**src/rtl/alu_stager_pkg.sv**
```systemverilog
// alu_stager_pkg: shared types and derived sizes for the AND-reduction operand stager.
package alu_stager_pkg;

    localparam int DEF_DATA_W = 16;
    localparam int DEF_BYTE_W = 8;
    localparam int DEF_SETTLE = 1;

    // Two operands, each DATA_W wide, delivered BYTE_W bits per beat.
    function automatic int beats_of(input int data_w, input int byte_w);
        return 2 * data_w / byte_w;
    endfunction

    localparam int BEATS     = beats_of(DEF_DATA_W, DEF_BYTE_W);
    localparam int BEAT_CW   = $clog2(BEATS);
    localparam int SETTLE_CW = $clog2(DEF_SETTLE + 1);

    typedef enum logic [1:0] {LOAD, EVAL, RESP} state_t;

endpackage

```
**src/rtl/alu_operand_stager_if.sv**
```systemverilog
// alu_operand_stager_if: byte-stream input, reducer operand/result and response bus.
// Optional ALU_STAGER_PARITY_EN adds in_par (even parity per beat) and par_err.
interface alu_operand_stager_if
    import alu_stager_pkg::*;
#(
    parameter int DATA_W = DEF_DATA_W,
    parameter int BYTE_W = DEF_BYTE_W
);

    logic [BYTE_W-1:0] in_data;
    logic              in_valid;
    logic              in_ready;
    logic [DATA_W-1:0] op_a;
    logic [DATA_W-1:0] op_b;
    logic              red_y;
    logic              res_y;
    logic              res_valid;
    logic              res_ready;
    logic              busy;
`ifdef ALU_STAGER_PARITY_EN
    logic              in_par;
    logic              par_err;
`endif

    modport slave (
        input  in_data, in_valid, red_y, res_ready,
`ifdef ALU_STAGER_PARITY_EN
        input  in_par,
        output par_err,
`endif
        output in_ready, op_a, op_b, res_y, res_valid, busy
    );

    modport master (
        output in_data, in_valid, red_y, res_ready,
`ifdef ALU_STAGER_PARITY_EN
        output in_par,
        input  par_err,
`endif
        input  in_ready, op_a, op_b, res_y, res_valid, busy
    );

endinterface

```
**src/rtl/alu_stager_cnt.sv**
```systemverilog
// alu_stager_cnt: loadable up-counter with synchronous clear and terminal-count flag.
module alu_stager_cnt #(
    parameter int W  = 2,
    parameter int TC = 3
) (
    input  logic         clk,
    input  logic         rst,
    input  logic         clr,
    input  logic         en,
    input  logic         ld,
    input  logic [W-1:0] ld_val,
    output logic [W-1:0] cnt,
    output logic         tc
);

    logic [W-1:0] cnt_q, cnt_d;

    // Clear wins over load, load wins over count.
    always_comb begin
        cnt_d = clr ? '0 : ld ? ld_val : en ? cnt_q + W'(1) : cnt_q;
    end

    // Count register.
    always_ff @(posedge clk or posedge rst) begin
        if (rst) cnt_q <= '0;
        else     cnt_q <= cnt_d;
    end

    assign cnt = cnt_q;
    assign tc  = cnt_q == W'(TC);

endmodule

```
**src/rtl/alu_operand_stager.sv**
```systemverilog
// alu_operand_stager: assembles operand bytes, lets the reducer settle, returns its result.
// Optional ALU_STAGER_PARITY_EN checks even parity per beat and zeroes res_y on error.
module alu_operand_stager
    import alu_stager_pkg::*;
#(
    parameter int DATA_W = DEF_DATA_W,
    parameter int BYTE_W = DEF_BYTE_W,
    parameter int SETTLE = DEF_SETTLE
) (
    input logic                 clk,
    input logic                 rst,
    alu_operand_stager_if.slave bus
);

    localparam int NB  = beats_of(DATA_W, BYTE_W);
    localparam int BCW = NB > 1 ? $clog2(NB) : 1;
    localparam int SCW = $clog2(SETTLE + 1);

    state_t              state_q, state_d;
    logic [2*DATA_W-1:0] ops_q, ops_d;
    logic                res_y_q, res_y_d;
    logic                res_valid_q, res_valid_d;
    logic [BCW-1:0]      beat_cnt;
    logic                beat_tc;
    logic [SCW-1:0]      settle_cnt_unused;
    logic                settle_tc;
    logic                in_rdy, accept, last_beat, sample, handshake, force_zero;

    assign in_rdy    = state_q == LOAD && !rst;
    assign accept    = bus.in_valid && in_rdy;
    assign last_beat = accept && beat_tc;
    // EVAL runs SETTLE+1 cycles: operands stable for SETTLE full cycles, then red_y is captured.
    assign sample    = state_q == EVAL && settle_tc;
    assign handshake = state_q == RESP && res_valid_q && bus.res_ready;

    alu_stager_cnt #(.W(BCW), .TC(NB - 1)) u_beat_cnt (
        .clk    (clk),
        .rst    (rst),
        .clr    (last_beat),
        .en     (accept),
        .ld     (1'b0),
        .ld_val ('0),
        .cnt    (beat_cnt),
        .tc     (beat_tc)
    );

    alu_stager_cnt #(.W(SCW), .TC(SETTLE)) u_settle_cnt (
        .clk    (clk),
        .rst    (rst),
        .clr    (sample),
        .en     (state_q == EVAL),
        .ld     (1'b0),
        .ld_val ('0),
        .cnt    (settle_cnt_unused),
        .tc     (settle_tc)
    );

`ifdef ALU_STAGER_PARITY_EN
    logic par_err_q, par_err_d;

    // Sticky parity error for the current transaction, cleared by the result handshake.
    always_comb begin
        par_err_d = handshake ? 1'b0 : (accept && bus.in_par != ^bus.in_data) ? 1'b1 : par_err_q;
    end

    // Parity error register.
    always_ff @(posedge clk or posedge rst) begin
        if (rst) par_err_q <= 1'b0;
        else     par_err_q <= par_err_d;
    end

    assign force_zero  = par_err_q;
    assign bus.par_err = par_err_q;
`else
    assign force_zero = 1'b0;
`endif

    // Next-state: byte slot write, phase sequencing, result capture and release.
    always_comb begin
        ops_d = ops_q;
        if (accept) ops_d[int'(beat_cnt) * BYTE_W +: BYTE_W] = bus.in_data;
        state_d     = last_beat ? EVAL : sample ? RESP : handshake ? LOAD : state_q;
        res_y_d     = sample ? bus.red_y && !force_zero : res_y_q;
        res_valid_d = sample ? 1'b1 : handshake ? 1'b0 : res_valid_q;
    end

    // State, operand and result registers.
    always_ff @(posedge clk or posedge rst) begin
        if (rst) begin
            state_q     <= LOAD;
            ops_q       <= '0;
            res_y_q     <= 1'b0;
            res_valid_q <= 1'b0;
        end else begin
            state_q     <= state_d;
            ops_q       <= ops_d;
            res_y_q     <= res_y_d;
            res_valid_q <= res_valid_d;
        end
    end

    assign bus.in_ready  = in_rdy;
    assign bus.op_a      = ops_q[DATA_W-1:0];
    assign bus.op_b      = ops_q[2*DATA_W-1:DATA_W];
    assign bus.res_y     = res_y_q;
    assign bus.res_valid = res_valid_q;
    assign bus.busy      = state_q != LOAD || beat_cnt != '0;

endmodule

```
**src/flat_wrapper.sv**
```systemverilog
// flat-port wrapper written by rule: the top's interface ports become plain ports
module alu_operand_stager_flat import alu_stager_pkg::*;
#(
    parameter int DATA_W = DEF_DATA_W,
    parameter int BYTE_W = DEF_BYTE_W,
    parameter int SETTLE = DEF_SETTLE
)
  (clk, rst, bus_in_data, bus_in_valid, bus_red_y, bus_res_ready, bus_in_ready, bus_op_a, bus_op_b, bus_res_y, bus_res_valid, bus_busy);
  alu_operand_stager_if #(.DATA_W(DATA_W), .BYTE_W(BYTE_W)) bus_i ();
  input logic clk;
  input logic rst;
  input wire logic [$bits(bus_i.in_data)-1:0] bus_in_data;
  input wire logic [$bits(bus_i.in_valid)-1:0] bus_in_valid;
  input wire logic [$bits(bus_i.red_y)-1:0] bus_red_y;
  input wire logic [$bits(bus_i.res_ready)-1:0] bus_res_ready;
  output wire logic [$bits(bus_i.in_ready)-1:0] bus_in_ready;
  output wire logic [$bits(bus_i.op_a)-1:0] bus_op_a;
  output wire logic [$bits(bus_i.op_b)-1:0] bus_op_b;
  output wire logic [$bits(bus_i.res_y)-1:0] bus_res_y;
  output wire logic [$bits(bus_i.res_valid)-1:0] bus_res_valid;
  output wire logic [$bits(bus_i.busy)-1:0] bus_busy;
  assign bus_i.in_data = bus_in_data;
  assign bus_i.in_valid = bus_in_valid;
  assign bus_i.red_y = bus_red_y;
  assign bus_i.res_ready = bus_res_ready;
  assign bus_in_ready = bus_i.in_ready;
  assign bus_op_a = bus_i.op_a;
  assign bus_op_b = bus_i.op_b;
  assign bus_res_y = bus_i.res_y;
  assign bus_res_valid = bus_i.res_valid;
  assign bus_busy = bus_i.busy;
  alu_operand_stager #(.DATA_W(DATA_W), .BYTE_W(BYTE_W), .SETTLE(SETTLE)) u_core (.clk(clk), .rst(rst), .bus(bus_i));
endmodule
```
**config.mk**
```make
export PLATFORM = sky130hd
export DESIGN_NAME = alu_operand_stager_flat
export DESIGN_NICKNAME = d
export VERILOG_FILES = /design/src/rtl/alu_stager_pkg.sv /design/src/rtl/alu_operand_stager_if.sv /design/src/rtl/alu_stager_cnt.sv /design/src/rtl/alu_operand_stager.sv /design/src/flat_wrapper.sv
export SDC_FILE = /design/constraint.sdc
export NUM_CORES = 1
export LEC_CHECK = 0
export BUFFER_PORTS_ARGS = -buffer_cell sky130_fd_sc_hd__buf_2
export CORE_ASPECT_RATIO = 1.4
export CORE_MARGIN = 2
export CORE_UTILIZATION = 30
export DETAILED_ROUTE_END_ITERATION = 6
export PLACE_DENSITY_LB_ADDON = 0.2
export SETUP_SLACK_MARGIN = 0.2
export SYNTH_ARGS = -nofsm -noshare
export SYNTH_HDL_FRONTEND = slang
export SYNTH_SLANG_ARGS = --single-unit
```
**constraint.sdc**
```tcl
create_clock -name clk -period 2.95 [get_ports clk]
set_input_delay 0 -clock clk [delete_from_list [all_inputs] [get_ports clk]]
set_output_delay 0 -clock clk [all_outputs]
set_load 0.05 [all_outputs]
```
# After elaboration in Yosys (flattened, before gate mapping)
# Index checks and enable logic that the tools add are counted.
word_totals:
  reg_bits: 39
op_classes:
  n_addsub: 3
  eq_ne: 3
  n_shift: 2
  muxes: 10
  n_reduce_logical: 15
ops:
  columns: ["op", "count"]
  rows:
  - ["negator 5 -> 33 bit", 1]
  - ["variable shift 8 x 33 -> 32 bit, first input constant", 1]
  - ["indexed part select 8 x 33 -> 32 bit", 1]
  - ["bitwise mux 32 bit", 1]
  - ["2-to-1 mux 2 bit", 5]
  - ["nonzero test 2 bit", 5]
  - ["logical AND 1 bit", 6]
  - ["== test 2 bit, second input constant", 2]
  - ["2-to-1 mux 1 bit", 4]
  - ["nonzero test 3 bit", 1]
  - ["adder 2 x 1 -> 2 bit, second input constant", 1]
  - ["== test 2 x 1 -> 1 bit, second input constant", 1]
  - ["zero test 2 bit", 1]
  - ["adder 1 bit, second input constant", 1]
  - ["zero test 1 bit", 1]
  - ["logical OR 1 bit", 1]

# Depth between registers and ports, before layout
depth:
  ltp_word: 6
  ltp_mapped: 6
  mapped_depth_nobuf: 5

# Hierarchy
# From an unflattened synthesis, not the netlist that was laid out.
unflattened:
  hier_cells: 199
  hier_area_um2: 1984.4
modules_own_cells:
  columns: ["mod", "instances", "cells_each", "area_per_inst_um2", "seq_area_each_um2"]
  rows:
  - ["alu_operand_stager", 1, 181, 1800.5, 900.9]
  - ["alu_stager_cnt at u_core.u_beat_cnt", 1, 11, 116.4, 50.0]
  - ["alu_stager_cnt at u_core.u_settle_cnt", 1, 7, 67.6, 25.0]

# Worst setup path after synthesis
# Ideal clock, no wire load.
synth_path:
  kind: "register -> register"
  from: "register u_core.u_beat_cnt.cnt_q[0] (netlist: u_core.u_beat_cnt.cnt[0])"
  to: "register u_core.ops_q[0]"
  t_arrival_ns: 1.586
  required_ns: 2.876
  slack_ns: 1.290
  path_stages_with_launch: 7
  n_path_buf: 1
  path_cell_list: "dfrtp_1 > inv_1 > ha_1 > nor4bb_1 > clkbuf_1 > nand4_1 > o21ai_2"
synth_via:
  elab_chain_cells: 3
synth_rtl:
  columns: ["item", "line", "rtl"]
  rows:
  - ["start, declared", "alu_stager_cnt.sv:16", "logic [W-1:0] cnt_q, cnt_d;"]
  - ["start signal, assigned", "alu_stager_cnt.sv:26", "else cnt_q <= cnt_d;"]
  - ["negator 5 -> 33 bit (*)", "alu_operand_stager.sv:81", "if (accept) ops_d[int'(beat_cnt) * BYTE_W +: BYTE_W] = bus.in_data;"]
  - ["indexed part select 8 x 33 -> 32 bit / variable shift 8 x 33 -> 32 bit (equally long branches)", "alu_operand_stager.sv:81", null]
  - ["bitwise mux 32 bit (*)", "alu_operand_stager.sv:81", null]
  - ["end signal, assigned", "alu_operand_stager.sv:96", "ops_q <= ops_d;"]
  - ["end, declared", "alu_operand_stager.sv:20", "logic [2*DATA_W-1:0] ops_q, ops_d;"]
# Every way passes the cells marked *; elsewhere a longest branch is shown, timed or not.
# A chain may end at the register's enable or synchronous reset.

# Worst setup path after layout
layout_path:
  from: "register u_core.u_beat_cnt.cnt_q[0] (netlist: u_core.u_beat_cnt.cnt[0])"
  to: "register u_core.ops_q[19]"
# Same word-level chain as after synthesis.

==> impl_metrics.env <==
export IMPL_top_layer_used="met4"
export IMPL_crit_type="flop to flop"
export IMPL_rsz0062_at_grt="no"
export IMPL_core_area_mm2=0.006126
export IMPL_syn_area_mm2=0.001879
export IMPL_cp_slowest_cell="nor4b_2"
export IMPL_relSlewSlack=0.5521
export IMPL_slew_viol_final=0
export IMPL_rows=34
export IMPL_avgSynthCellArea_um2=9.943
export IMPL_ys_seq_area_frac=0.5193
export IMPL_start_util=0.3068
export IMPL_cp_slowest_stage_delay_ns=0.69
export IMPL_fin_area_mm2=0.002246
export IMPL_synth_top_area_share=0.5193
export IMPL_htreeDepth=2
export IMPL_fillCellCount=662
export IMPL_grt_pass1_vias=1403
export IMPL_fin_ws_ns=0.9088
export IMPL_synthToLayoutAreaGrowth_pct=19.51
export IMPL_met1Wirelength_um=2007
export IMPL_synth_top_cell_by_area="dfrtp_1"
export IMPL_diodes=0
export IMPL_grt_overflow_total=0
export IMPL_wl_met2_um=2169
export IMPL_dp_cells=298
export IMPL_yosys_warnings=0
export IMPL_dp_slack_ns=0.9252
export IMPL_synthesis_nets=207
export IMPL_crit_path_max_fanout=14
export IMPL_setup_violations=0
export IMPL_die_area_mm2=0.006922
export IMPL_wirelength_um=4454
export IMPL_drtIter0Drc=164
export IMPL_hold_class="input port to flop"
export IMPL_final_seq_area_um2=975.9
export IMPL_synthMuxAreaShare=0.005992
export IMPL_worstMarginPinSlew_ns=0.6701
export IMPL_path_cells="inv_1 > ha_1 > nor4b_2 > nand4_1 > o21ai_0"
export IMPL_grt_first_pass_wirelength_um=7155
export IMPL_synth_top_family_by_area="simple AND/OR/NAND/NOR gates"
export IMPL_clk_pin_slew_ns=0.08
export IMPL_cts_setup_buffers=0
export IMPL_fin_cells=309
export IMPL_antenna_found_initial=0
export IMPL_post_dp_hpwl_um=3180
export IMPL_drcViolationCount=0
export IMPL_die_h_um=97.65
export IMPL_synth_xor_area_frac=0.004660
export IMPL_cts_tree="yes"
export IMPL_status="finished, final reports clean"
export IMPL_skew_ns=0.008273
export IMPL_grt_total_usage=0.1332
export IMPL_synth_fa_ha_area_frac=0.03329
export IMPL_min_period_ns=2.041
export IMPL_clock_fmax_mhz=489.9
export IMPL_synth_compound_area_frac=0.1245
export IMPL_setup_tns_ns=0
export IMPL_vdd_drop_max_v=0.0006026
export IMPL_portBuffers=48
export IMPL_place_congestion=0.7161
export IMPL_synth_most_common_cell="dfrtp_1"
export IMPL_wl_per_cell_um=14.41
export IMPL_leakage_nw=1.097
export IMPL_yosys_top_cells_area="dfrtp_1, nand4_1, inv_1"
export IMPL_cts_root_buf="clkbuf_8"
export IMPL_finalHoldViolations=0
export IMPL_cts_max_path_buffers=2
export IMPL_cts_buffers=5
export IMPL_postSynthCellCount=189
export IMPL_power_density_mw_per_mm2=1143
export IMPL_hold_ws_ns=0.03086
export IMPL_synthTopCellsByCount="dfrtp_1, inv_1, nand4_1"
export IMPL_dr_pass1_iters=4
export IMPL_required_ns=3.16
export IMPL_fin_crit_sh=0.6919
export IMPL_multi_input_area_um2=659.4
export IMPL_postSynth_asyncResetShare=1.000
export IMPL_clock_sinks=39
export IMPL_synthSimpleGateAreaFrac=0.1824
export IMPL_synth_distinct_cells=26
export IMPL_grt_max_degree=40
export IMPL_dieWidth_um=70.89
export IMPL_dr_wl_met3_um=206
export IMPL_final_nets=254
export IMPL_drv_cap=0
export IMPL_clock_latency_ns=0.29
export IMPL_io_pins=49
export IMPL_worstSetupStartpointType="flop"
export IMPL_place_area_mm2=0.002135
export IMPL_synthFlopType="dfrtp_1"
export IMPL_synth_edff_count=0
export IMPL_num_vias=1446
export IMPL_viasPerCell=4.680
export IMPL_arrival_ns=2.25
export IMPL_drt_antenna_violating_nets=0
export IMPL_drive_gt1_frac=0.2954
export IMPL_cp_end_kind="flop"
export IMPL_ys_ff_latch=39
## worst max-delay path: cells and delay by family (launching register included)
family	cells	cell delay, ns
AO/OA/AOI/OAI	1	0.10
adder cells (fa/ha/maj)	1	0.39
buffers and inverters	1	0.13
flip-flops	1	0.48
AND/OR/NAND/NOR	2	0.85
## path summary, 6_finish.rpt
path                                                 startpoint                          endpoint  cells after the start  slack [ns]
min                                              bus_in_data[2]      u_core.ops_q[18]$_DFFE_PP0P_                      3        0.03
min in group asynchronous                                   rst  u_core.bus.res_valid$_DFFE_PP0P_                      4        0.41
max in group asynchronous                                   rst       u_core.ops_q[6]$_DFFE_PP0P_                      4        2.18
min reg2reg                        u_core.bus.res_y$_DFFE_PP0P_      u_core.bus.res_y$_DFFE_PP0P_                      1        0.52
max                        u_core.u_beat_cnt.cnt[0]$_DFFE_PP0P_      u_core.ops_q[19]$_DFFE_PP0P_                      5        0.91
max reg2reg                u_core.u_beat_cnt.cnt[0]$_DFFE_PP0P_      u_core.ops_q[19]$_DFFE_PP0P_                      5        0.91
## registers in the layout, summed over array words and instances, names as in the netlist
signal / count
u_core.bus.res_valid: 1
u_core.u_beat_cnt.cnt: 2
u_core.bus.res_y: 1
u_core.state_q: 2
u_core.ops_q: 32
u_core.u_settle_cnt.cnt: 1
## per-stage QoR
stage                       util  total power [mW]
after floorplan                -             1.948
after global placement    0.3484             2.219
after detailed placement  0.3484             2.236
after CTS                 0.3666             2.596
after global routing      0.3666             2.726
final                     0.3666             2.568
## placed cells by master (no fill, tap or decap), drive strengths merged
cell and count:
a21o 1, a21oi 2, a31oi 1, and2 4
and3b 1, buf 52, clkbuf 7, clkinv 1
dfrtp 39, dlygate4sd3 3, ha 5, inv 37
mux2 1, nand2 3, nand2b 2, nand3b 1
nand4 32, nor2 3, nor3 1, nor3b 1
nor4b 2, nor4bb 1, o21ai 36, xnor2 1
## power by group
part,total (mW),switching (mW),internal (mW)
clock network,0.350,0.184,0.166
registers,0.853,0.131,0.722
logic,1.36,1.03,0.332
total,2.57,1.35,1.22
## repair_timing
item | CTS | global route
resized for setup | 0 | 0
hold endpoints to repair | 41 | 0
hold buffers | 3 | 0
## routing by layer
layer	vias up	global-route usage
li1	727	-
met1	674	0.1722
met2	38	0.2178
met3	7	0.02801
met4	0	0.04790
met5	-	0
## logic make-up after synthesis
family | count (synthesis)
buffers and inverters | 52
AND/OR/NAND/NOR | 51
AO/OA/AOI/OAI | 40
flip-flops | 39
adder cells (fa/ha/maj) | 5
XOR/XNOR | 1
multiplexers | 1
## cell type report
| class | count | area share |
|---|---|---|
| timing repair buffer | 55 | 0.1337 |
| inverter | 37 | 0.06184 |
| clock buffer | 7 | 0.03398 |
| clock inverter | 1 | 0.002228 |
| sequential | 39 | 0.4345 |
| tap | 72 | 0.04011 |
| multi-input combinational | 98 | 0.2936 |
(Power assumes the default switching activity.)
